[config.mk]
export PLATFORM = sky130hd
export DESIGN_NAME = lock_controller_p
export DESIGN_NICKNAME = d
export VERILOG_FILES = /design/src/rtl/lock_controller_p.sv
export SDC_FILE = /design/constraint.sdc
export NUM_CORES = 1
export LEC_CHECK = 0
export CORE_MARGIN = 2
export CORE_UTILIZATION = 50
export DETAILED_ROUTE_END_ITERATION = 8
export DONT_BUFFER_PORTS = 1
export GPL_TIMING_DRIVEN = 0
export PLACE_DENSITY_LB_ADDON = 0.05
export REMOVE_ABC_BUFFERS = 1
export SYNTH_ARGS = -nofsm -noshare
export SYNTH_HDL_FRONTEND = slang
export SYNTH_SLANG_ARGS = --single-unit
[constraint.sdc]
create_clock -name clk -period 1.6 [get_ports clk]
set_input_delay 0.32 -clock clk [delete_from_list [all_inputs] [get_ports clk]]
set_output_delay 0.32 -clock clk [all_outputs]
set_load 0.005 [all_outputs]
[src/rtl/lock_controller_p.sv]
// Password lock controller: sequences the saver, deleter and comparator and tracks failed compares.
// Optional lockout after MAX_FAIL consecutive mismatches is enabled by defining LOCK_LOCKOUT_EN.
module lock_controller_p #(
    parameter int PW_LEN      = 4,
    parameter int CNT_W       = 3,
    parameter int MAX_FAIL    = 3,
    parameter int LOCKOUT_CYC = 1000
) (
    input  logic             clk,
    input  logic             reset,
    input  logic             enter,
    input  logic             delete,
    input  logic             lock,
    input  logic [CNT_W-1:0] counter,
    input  logic             saver_done,
    input  logic             deleter_done,
    input  logic             comparator_done,
    input  logic             match,
    input  logic             error_open,
    output logic             save_start,
    output logic             delete_start,
    output logic             compare_start,
    output logic             unlock,
    output logic             error,
    output logic             locked_out,
    output logic [3:0]       fail_count
);

    typedef enum logic [2:0] {
        S_EMPTY,
        S_SAVE,
        S_OPEN,
        S_DELETE,
        S_LOCKED,
`ifdef LOCK_LOCKOUT_EN
        S_LOCKOUT,
`endif
        S_COMPARE
    } state_t;

    state_t           r_state;
    logic [CNT_W-1:0] r_cnt_prev;
    logic             r_save_start, r_delete_start, r_compare_start;
    logic             r_unlock, r_error;
    logic [3:0]       r_fail_count;

    logic             w_full, w_edge;
    logic [3:0]       w_fail_next;

    assign w_full      = (counter == CNT_W'(PW_LEN));
    // Only a transition into a full buffer starts a compare; a held full buffer does not.
    assign w_edge      = w_full && (r_cnt_prev != CNT_W'(PW_LEN));
    assign w_fail_next = r_fail_count + 4'd1;

`ifdef LOCK_LOCKOUT_EN
    localparam int TW = (LOCKOUT_CYC > 1) ? $clog2(LOCKOUT_CYC) : 1;
    logic [TW-1:0] r_timer;
    logic          r_locked_out;
    assign locked_out = r_locked_out;
`else
    assign locked_out = 1'b0;
`endif

    always_ff @(posedge clk) begin
        if (reset) begin
            r_state         <= S_EMPTY;
            r_cnt_prev      <= '0;
            r_save_start    <= 1'b0;
            r_delete_start  <= 1'b0;
            r_compare_start <= 1'b0;
            r_unlock        <= 1'b0;
            r_error         <= 1'b0;
            r_fail_count    <= 4'd0;
`ifdef LOCK_LOCKOUT_EN
            r_timer         <= '0;
            r_locked_out    <= 1'b0;
`endif
        end else begin
            r_cnt_prev      <= counter;
            r_save_start    <= 1'b0;
            r_delete_start  <= 1'b0;
            r_compare_start <= 1'b0;
            r_error         <= 1'b0;
            case (r_state)
                S_EMPTY: begin
                    if (enter) begin
                        if (w_full) begin
                            r_state      <= S_SAVE;
                            r_save_start <= 1'b1;
                        end else begin
                            r_error <= 1'b1;
                        end
                    end
                end
                S_SAVE: begin
                    if (saver_done) begin
                        r_state  <= S_OPEN;
                        r_unlock <= 1'b1;
                    end
                end
                S_OPEN: begin
                    r_error <= error_open;
                    if (lock && !error_open) begin
                        r_state  <= S_LOCKED;
                        r_unlock <= 1'b0;
                    end else if (delete && w_full) begin
                        r_state        <= S_DELETE;
                        r_delete_start <= 1'b1;
                        r_unlock       <= 1'b0;
                    end else if (enter && w_full) begin
                        r_state      <= S_SAVE;
                        r_save_start <= 1'b1;
                        r_unlock     <= 1'b0;
                    end
                end
                S_DELETE: begin
                    if (deleter_done) r_state <= S_EMPTY;
                end
                S_LOCKED: begin
                    if (w_edge) begin
                        r_state         <= S_COMPARE;
                        r_compare_start <= 1'b1;
                    end
                end
                S_COMPARE: begin
                    if (comparator_done) begin
                        if (match) begin
                            r_state      <= S_OPEN;
                            r_unlock     <= 1'b1;
                            r_fail_count <= 4'd0;
                        end else begin
`ifdef LOCK_LOCKOUT_EN
                            r_fail_count <= w_fail_next;
                            if (w_fail_next == 4'(MAX_FAIL)) begin
                                r_state      <= S_LOCKOUT;
                                r_locked_out <= 1'b1;
                                r_timer      <= TW'(LOCKOUT_CYC - 1);
                            end else begin
                                r_state <= S_LOCKED;
                            end
`else
                            r_fail_count <= (r_fail_count == 4'd15) ? 4'd15 : w_fail_next;
                            r_state      <= S_LOCKED;
`endif
                        end
                    end
                end
`ifdef LOCK_LOCKOUT_EN
                S_LOCKOUT: begin
                    // Timer is loaded with LOCKOUT_CYC-1, so locked_out spans exactly LOCKOUT_CYC cycles.
                    if (r_timer == '0) begin
                        r_state      <= S_LOCKED;
                        r_locked_out <= 1'b0;
                        r_fail_count <= 4'd0;
                    end else begin
                        r_timer <= r_timer - 1'b1;
                    end
                end
`endif
                default: r_state <= S_EMPTY;
            endcase
        end
    end

    assign save_start    = r_save_start;
    assign delete_start  = r_delete_start;
    assign compare_start = r_compare_start;
    assign unlock        = r_unlock;
    assign error         = r_error;
    assign fail_count    = r_fail_count;

endmodule

==> flow_metrics.tcl <==
set metrics [dict create \
    rsz0062_at_grt "false" \
    gp_congestion 0.745 \
    place_area_um2 801 \
    powerDensity_mw_per_mm2 778 \
    die_x_um 44.5 \
    die_y_um 44.5 \
    pin_count 23 \
    synth.avg_cell_area_um2 8.44 \
    synth_edf_count 0 \
    setup_viol 0 \
    syn_to_final_growth_pct 4.74 \
    drive_above_1_share_pct 11.6 \
    max_stage_delay_ns 0.55 \
    netlist_area_um2 818 \
    grt_usage_pct 19.2 \
    power_leakage_nw 0.281 \
    wl_per_cell_um 14.5 \
    nNetsFinal 110 \
    worstHoldPathCells 1 \
    clk_path_buf_depth 2 \
    ys_ff_latch 15 \
    synth_cells 97 \
    cp_max_fo 9 \
    cap_violations 0 \
    dieArea_mm2 0.00198 \
    finalWirelength_mm 1.61 \
    design_area_um2 857 \
    cp_slowest_cell "dfxtp_1" \
    cts_tree "done" \
    irDropWorstVdd_mv 0.529 \
    crit_path_end_kind "flip-flop" \
    insertion_delay_ns 0.29 \
    min_period_over_period_pct 91.2 \
    drc 0 \
    grt_first_pass_wirelength_mm 2.70 \
    hold_path_class "in2reg" \
    antenna_found_initial 0 \
    hold-path-endpoint "r_state[0]" \
    htreeDepth 1 \
    io_buffers 0 \
    r2r_cells 4 \
    synth.area.top_cells "dfxtp_1 (37%), nor2b_1 (4.6%), a21oi_1 (4.3%)" \
    synthArstFlopShare_pct 0 \
    core.rowCount 14 \
    clock.fmax_mhz 685 \
    yosys_warnings 0 \
    cp.required_ns 1.81 \
    synth.most_common_cell "dfxtp_1" \
    cts-root-buf "clkbuf_4" \
    place_ws_ns -0.0910 \
    r2r-start "r_state[0]" \
    worstPathArrival_ns 1.67 \
    diodes 0 \
    cp-start-kind "flip-flop" \
    drt-initial-drc-count 19 \
    initial_core_util_pct 53.7 \
    synth_cell_types 34 \
    cts_sinks 15 \
    maxSlewViolCount 0 \
    grt_pass1_vias 627 \
    ctsHoldBuffers 0 \
    grt.overflow.total 0 \
    hp-start "reset" \
    grt_max_degree 15 \
    clock_skew_ns 0.00713 \
    status "finished clean" \
    fin_ws_ns 0.140 \
    ant_nets 0 \
    design.core.area_mm2 0.00152 \
    crit_chain "nor4bb_2, a31oi_4, a41o_1, a21oi_1" \
    synth_seq_area_share_pct 36.7 \
    dp_hpwl_mm 1.16 \
    hold_violations 0 \
    netlist.top_cell.by_area "dfxtp_1" \
    drt-vias-per-instance 6.16 \
    synth_flop_cell "dfxtp_1" \
    num_vias 684 \
    r2r_setup_slack_ns 0.14 \
    synth_top_area_share_pct 36.7 \
    timing.final.crit_period_ns 1.46 \
    clk_pin_slew_ns 0.09 \
    synthTopCellsByCount "dfxtp_1 (15), nor2_1 (9), a21oi_1 (7), inv_1 (7)" \
    criticalPathCategory "reg2reg" \
    reg2reg_to "r_state[2]" \
    first_pass_iters 5 \
    cts_buffers 3 \
]
[sequential cells by signal, indices dropped and copies added, names as in the netlist]
register / count
save_start: 1
compare_start: 1
delete_start: 1
r_state: 3
r_cnt_prev: 3
fail_count: 4
unlock: 1
error: 1
[worst max-delay path by stage]
stage / from / end / slack [ns] / cells after the start
after detailed placement: r_state[2] / r_state[2] / -0.09 / 4
after global placement: r_state[2] / r_state[2] / -0.10 / 4
after global routing: r_state[0] / r_state[2] / 0.02 / 4
after floorplan: counter[1] / r_state[1] / 0.13 / 4
final: r_state[0] / r_state[2] / 0.14 / 4
after CTS: r_state[1] / r_state[1] / -0.02 / 4
[power breakdown]
part / internal, mW / switching (mW)
Sequential: 0.383 / 0.0143
Combinational: 0.0232 / 0.0259
Clock: 0.0969 / 0.123
[per-layer routing]
layer	share of wire, %	wire (um)	track usage (%)
met1	44	708	23.5
met2	47	756	29.7
met3	8.0	128	8.16
met4	0.62	10	7.27
met5	0	0	0
[worst max-delay path, delay by kind of cell, from the launching register on]
family          cells  cell delay, ns
flops               1            0.55
simple gates        1            0.46
compound gates      3            0.38
[per-stage QoR]
step	util, %	instances	power, mW	setup TNS (ns)	hold WS (ns)
finish	56.2	111	0.667	0	0.0874
global route	56.2	111	0.709	0	0.0635
CTS	54.7	111	0.673	-0.0191	0.0774
detailed placement	52.5	107	0.450	-0.124	0.395
global placement	52.5	107	0.449	-0.142	0.393
floorplan	-	91	0.441	0	0.389
[cell families after synthesis]
kind of cell | count (synthesis) | share of synthesized area, %
AO/OA/AOI/OAI | 26 | 25.5
adder cells (fa/ha/maj) | 1 | 1.53
buffers and inverters | 13 | 7.80
flip-flops | 15 | 36.7
other | 1 | 0.458
AND/OR/NAND/NOR | 41 | 28.0
[repair_timing]
| item | 4_1_cts | 5_1_grt |
|---|---|---|
| endpoints found under the setup margin | 3 | 4 |
| endpoints found under the hold margin | 0 | 0 |
| pin swaps | 0 | 0 |
| setup buffers | 0 | 0 |
| resized for setup | 1 | 5 |
[cell usage in the layout (no fill, tap or decap), types with 4 or more instances in the layout]
master	instances
dfxtp_1	13
inv_1	7
nand2_1	6
a31oi_1	4
nor3_1	5
nor2b_1	6
nor2_1	9
a21oi_1	7
nand3_1	4
[cell type report]
| type | count | area (um^2) |
|---|---|---|
| inverters | 7 | 26.3 |
| clock buffers | 4 | 26.3 |
| well taps | 16 | 20.0 |
| fillers | 153 | 667 |
| flip-flops and latches | 15 | 303 |
| multi-input cells | 69 | 482 |
Power figures use the tool's default switching activity.
